[config.mk]
export PLATFORM = sky130hd
export DESIGN_NAME = sdram_arbiter
export DESIGN_NICKNAME = d
export VERILOG_FILES = /design/src/rtl/sdram_arbiter.sv
export SDC_FILE = /design/constraint.sdc
export NUM_CORES = 1
export LEC_CHECK = 0
export CORE_UTILIZATION = 35
export DETAILED_ROUTE_END_ITERATION = 12
export PLACE_DENSITY = 0.76
export SLEW_MARGIN = 10
export SYNTH_ARGS = -nofsm -noshare
export SYNTH_HDL_FRONTEND = slang
export SYNTH_SLANG_ARGS = --single-unit
[constraint.sdc]
create_clock -name clk -period 4.6 [get_ports clk]
set_clock_uncertainty 0.05 [all_clocks]
set_input_delay 0.92 -clock clk [delete_from_list [all_inputs] [get_ports clk]]
set_output_delay 0.92 -clock clk [all_outputs]
set_load 0.01 [all_outputs]
[src/rtl/sdram_arbiter.sv]
// Two-client arbiter in front of the single SDRAM controller read/write port.
// Latches one client's command, drives the controller, returns fin/rdata to that client.
module sdram_arbiter #(
    parameter int FIXED_PRIO = 0,
    parameter int ADDR_W     = 32,
    parameter int DATA_W     = 32
) (
    input  logic              clk,
    input  logic              reset,
    input  logic              init_fin,

    input  logic              c0_req,
    input  logic              c0_we,
    input  logic [ADDR_W-1:0] c0_addr,
    input  logic [DATA_W-1:0] c0_wdata,
    output logic              c0_fin,
    output logic [DATA_W-1:0] c0_rdata,

    input  logic              c1_req,
    input  logic              c1_we,
    input  logic [ADDR_W-1:0] c1_addr,
    input  logic [DATA_W-1:0] c1_wdata,
    output logic              c1_fin,
    output logic [DATA_W-1:0] c1_rdata,

    output logic              mem_rd_req,
    output logic [ADDR_W-1:0] mem_rd_addr,
    input  logic              mem_rd_fin,
    input  logic [DATA_W-1:0] mem_rd_data,
    output logic              mem_wr_req,
    output logic [ADDR_W-1:0] mem_wr_addr,
    output logic [DATA_W-1:0] mem_wr_data,
    input  logic              mem_wr_fin,

    output logic              busy,
    output logic              grant_id
);

    localparam logic [1:0] S_IDLE    = 2'd0;
    localparam logic [1:0] S_ISSUE   = 2'd1;
    localparam logic [1:0] S_RELEASE = 2'd2;

    logic [1:0]        state_q, state_d;
    logic              we_q, we_d;
    logic [ADDR_W-1:0] addr_q, addr_d;
    logic [DATA_W-1:0] wdata_q, wdata_d;
    logic              grant_id_q, grant_id_d;
    logic              last_grant_q, last_grant_d;
    logic              c0_fin_q, c0_fin_d;
    logic              c1_fin_q, c1_fin_d;
    logic [DATA_W-1:0] c0_rdata_q, c0_rdata_d;
    logic [DATA_W-1:0] c1_rdata_q, c1_rdata_d;
    logic              rd_req_q, rd_req_d;
    logic              wr_req_q, wr_req_d;

    logic pend0, pend1, sel, mem_fin;

    always_comb begin
        pend0   = c0_req & ~c0_fin_q;
        pend1   = c1_req & ~c1_fin_q;
        mem_fin = we_q ? mem_wr_fin : mem_rd_fin;

        if (pend0 && pend1)
            sel = (FIXED_PRIO != 0) ? 1'b0 : ~last_grant_q;
        else
            sel = pend1;

        state_d      = state_q;
        we_d         = we_q;
        addr_d       = addr_q;
        wdata_d      = wdata_q;
        grant_id_d   = grant_id_q;
        last_grant_d = last_grant_q;
        c0_rdata_d   = c0_rdata_q;
        c1_rdata_d   = c1_rdata_q;
        rd_req_d     = rd_req_q;
        wr_req_d     = wr_req_q;
        // fin holds only while the client keeps req high
        c0_fin_d     = c0_fin_q & c0_req;
        c1_fin_d     = c1_fin_q & c1_req;

        case (state_q)
            S_IDLE: begin
                if (init_fin && (pend0 || pend1)) begin
                    grant_id_d   = sel;
                    last_grant_d = sel;
                    we_d         = sel ? c1_we    : c0_we;
                    addr_d       = sel ? c1_addr  : c0_addr;
                    wdata_d      = sel ? c1_wdata : c0_wdata;
                    state_d      = S_ISSUE;
                end
            end
            S_ISSUE: begin
                if (!init_fin) begin
                    rd_req_d = 1'b0;
                    wr_req_d = 1'b0;
                    state_d  = S_IDLE;
                end else if ((rd_req_q || wr_req_q) && mem_fin) begin
                    if (!we_q) begin
                        if (grant_id_q) c1_rdata_d = mem_rd_data;
                        else            c0_rdata_d = mem_rd_data;
                    end
                    rd_req_d = 1'b0;
                    wr_req_d = 1'b0;
                    state_d  = S_RELEASE;
                end else begin
                    rd_req_d = ~we_q;
                    wr_req_d = we_q;
                end
            end
            S_RELEASE: begin
                if (!init_fin) begin
                    state_d = S_IDLE;
                end else if (!mem_fin) begin
                    if (grant_id_q) c1_fin_d = 1'b1;
                    else            c0_fin_d = 1'b1;
                    state_d = S_IDLE;
                end
            end
            default: begin
                rd_req_d = 1'b0;
                wr_req_d = 1'b0;
                state_d  = S_IDLE;
            end
        endcase
    end

    always_ff @(posedge clk) begin
        if (reset) begin
            state_q      <= S_IDLE;
            we_q         <= 1'b0;
            addr_q       <= '0;
            wdata_q      <= '0;
            grant_id_q   <= 1'b0;
            last_grant_q <= 1'b1;
            c0_fin_q     <= 1'b0;
            c1_fin_q     <= 1'b0;
            c0_rdata_q   <= '0;
            c1_rdata_q   <= '0;
            rd_req_q     <= 1'b0;
            wr_req_q     <= 1'b0;
        end else begin
            state_q      <= state_d;
            we_q         <= we_d;
            addr_q       <= addr_d;
            wdata_q      <= wdata_d;
            grant_id_q   <= grant_id_d;
            last_grant_q <= last_grant_d;
            c0_fin_q     <= c0_fin_d;
            c1_fin_q     <= c1_fin_d;
            c0_rdata_q   <= c0_rdata_d;
            c1_rdata_q   <= c1_rdata_d;
            rd_req_q     <= rd_req_d;
            wr_req_q     <= wr_req_d;
        end
    end

    assign c0_fin      = c0_fin_q;
    assign c1_fin      = c1_fin_q;
    assign c0_rdata    = c0_rdata_q;
    assign c1_rdata    = c1_rdata_q;
    assign mem_rd_req  = rd_req_q;
    assign mem_wr_req  = wr_req_q;
    assign mem_rd_addr = addr_q;
    assign mem_wr_addr = addr_q;
    assign mem_wr_data = wdata_q;
    assign busy        = (state_q != S_IDLE);
    assign grant_id    = grant_id_q;

endmodule

==> impl_metrics.yaml <==
outcome:
  status: "complete, no violations"
hold_path:
  min_path_type: "flop to flop"
  holdCritStartpoint: "c0_rdata[22]$_SDFFE_PP0P_"
  holdPathStages: 2
  min_to: "c0_rdata[22]$_SDFFE_PP0P_"
logic_synthesis:
  ys_seq_area_share_pct: 47.5
  synth.top_cell.area_share_pct: 47.5
  syn-num-nets: 894
  syn-cell-area_mm2: 0.00578
  synth_cell_type_count: 30
  syn_area_per_cell_um2: 7.97
  synthTopCellsByArea: "dfxtp_1 (47%), nand2_1 (13%), a21oi_1 (12%), a211oi_1 (6.0%), buf_4 (5.3%)"
  ys.warnings.count: 0
  synth_largest_area_cell: "dfxtp_1"
  synthCells: 725
  ys_seq_elements: 137
pwr:
  switching_share_pct: 24.7
  seqPwrFrac_pct: 39.3
  p_clk_share_pct: 43.4
  leakage_nw: 3.45
  combPwrFrac_pct: 17.3
  power.total_mw: 3.26
  power_density_mw_per_mm2: 340
  p_sw_uw: 807
  power.internal_mw: 2.46
  ir_drop_mv: 0.245
final_layout:
  n_antenna_cell: 0
  drive_gt1_share_pct: 7.19
  final_nets: 1171
  final_cells: 1231
  area_delta_synth_final_pct: 66.2
  fin_util_pct: 60.0
  layout_common_cells: "clkdlybuf4s50_1 (333), nand2_1 (199), dfxtp_1 (137), a21oi_1 (135), nor2_1 (69)"
  layout_commonest_cell: "clkdlybuf4s50_1"
worst_setup_path:
  ff2ff_path_depth: 5
  reg2reg_to: "c0_rdata[17]$_SDFFE_PP0P_"
  r2r_slack_ps: 2350
  crit_path_end_kind: "flop"
  crit_arrival_ps: 3000
  worst-path-max-fanout: 17
  worstPathRequired_ps: 4890
  worstSetupPathType: "input port to flop"
  start_kind: "input port"
  timing.rr.start: "state_q[0]$_SDFFE_PP0P_"
floorplan:
  dieArea_mm2: 0.0170
  die_h_um: 131
  start_util_pct: 36.1
  io_pins: 335
  rows: 46
  coreArea_mm2: 0.0160
  die_x_um: 131
global_routing:
  antenna_found_initial: 0
  grt_max_degree: 74
  grt_pass1_vias: 5742
  grtUsageTotal_pct: 22.6
  overflow: 0
  grt_pass1_wl_um: 29700
routing:
  drt_first_pass_iters: 4
  routed_wl_um: 19600
  wl_per_cell_um: 15.9
  ant_nets: 0
  drc: 0
  via_count: 5953
  drt_iter0_markers: 246
  via_per_inst: 4.84
clock_network:
  clk-insertion-delay-late_ps: 410
  cts-root-buf: "clkbuf_16"
  cts_tree: "built"
  cts_resized: 0
  cts_max_path_buffers: 2
  clock_sinks: 137
  htree_levels: 4
  numCtsBuffers: 17
  path_clk_slew_ps: 60
  cts_setup_buffers: 0
  holdBufCountCts: 0
placement:
  post-dp-hpwl_um: 14000
  dpl.cell_count: 1199
  io_buffer_count: 334
  gp_congestion: 0.797
sta:
  finalHoldViolations: 0
  setup-tns-final_ps: 0
  rsz0062_at_grt: "no"
  max-slew-margin-rel_pct: 34.9
  finalMaxSlewViolations: 0
  fin_crit_sh_pct: 59.0
  layout_min_cycle_time_ps: 2710
  worstMarginPinSlew_ps: 970
  finalSetupViolations: 0
  fmax_mhz: 369
job:
  cap_violations: 0
[worst max-delay path: stages]
cell and delay (ps):
clkdlybuf4s50_1 560, nand3b_1 180, nor4_4 770, buf_4 360
nand2_1 90, a21oi_1 120
[flip-flops by register name, summed over array words and instances (netlist names), 2 cells and up]
| name | cells |
|---|---|
| c0_rdata | 32 |
| c1_rdata | 32 |
| mem_rd_addr | 32 |
| mem_wr_data | 32 |
| state_q | 2 |
[per-layer routing]
| metal | track usage [%] | up-vias | routed length [um] |
|---|---|---|---|
| met4 | 7.30 | 0 | 263 |
| met3 | 7.00 | 17 | 1540 |
| li1 | - | 2960 | - |
| met1 | 26.0 | 2768 | 7880 |
| met5 | 0 | - | 0 |
| met2 | 39.7 | 208 | 9910 |
[how the worst max path moves through the flow]
stage	from	end	slack [ps]	depth (start not counted)
2_1_floorplan	c0_req	mem_wr_data[3]$_SDFFE_PP0P_	2540	6
3_3_place_gp	c1_req	mem_rd_addr[26]$_SDFFE_PP0P_	1470	6
3_5_place_dp	init_fin	c0_rdata[13]$_SDFFE_PP0P_	1430	6
4_1_cts	c1_req	mem_wr_data[0]$_SDFFE_PP0P_	1860	6
6_report	init_fin	c0_rdata[17]$_SDFFE_PP0P_	1890	6
5_1_grt	init_fin	c0_rdata[14]$_SDFFE_PP0P_	1690	6
[area by class of cell]
cell class / count / area, um^2
tap: 216 / 270
clock buffer: 21 / 470
sequential: 137 / 2740
fill: 1495 / 6400
inverter: 1 / 3.75
clock inverter: 11 / 145
timing repair buffer: 348 / 3460
multi-input combinational: 497 / 2510
[cell families (layout without fill, tap and decap cells)]
logic type / count (synthesis) / after routing / synth area share, %
compound gates: 205 / 205 / 22.6
simple gates: 291 / 291 / 20.3
mux: 1 / 1 / 0.173
flops: 137 / 137 / 47.5
buf+inv: 91 / 381 / 9.44
[synth_stat cells]
cell	instances
buf_6	4
nor2_1	69
a2111oi_0	1
nor4b_1	1
a211o_1	1
and2_1	1
clkbuf_1	28
buf_2	16
or4_1	1
and4_1	1
o211ai_1	1
a211oi_2	20
nor4_2	1
dfxtp_1	137
and3b_1	1
nand3b_1	2
a211oi_1	46
buf_4	41
a21oi_1	135
nand4_1	2
nand4b_1	1
or2_2	2
buf_1	1
o32a_1	1
nand2b_4	1
inv_1	1
mux2i_1	1
nor2b_1	4
nand2b_1	4
nand2_1	200
[stage by stage]
step	worst slack, ps	area (um^2)	hold WS (ps)
floorplan	2540	5780	387
global placement	1470	8990	391
detailed placement	1430	8990	396
CTS	1860	9600	404
global route	1690	9600	420
finish	1890	9600	402
[power groups by stage]
stage          combinational (mW)  clock (mW)  sequential [mW]
6_report                    0.565        1.42             1.28
5_1_grt                     0.611        1.50             1.29
4_1_cts                     0.571        1.44             1.28
3_5_place_dp                0.568           0             1.31
3_3_place_gp                0.561           0             1.31
2_1_floorplan               0.234           0             1.32
No activity file was read; power rests on OpenSTA's default activity.
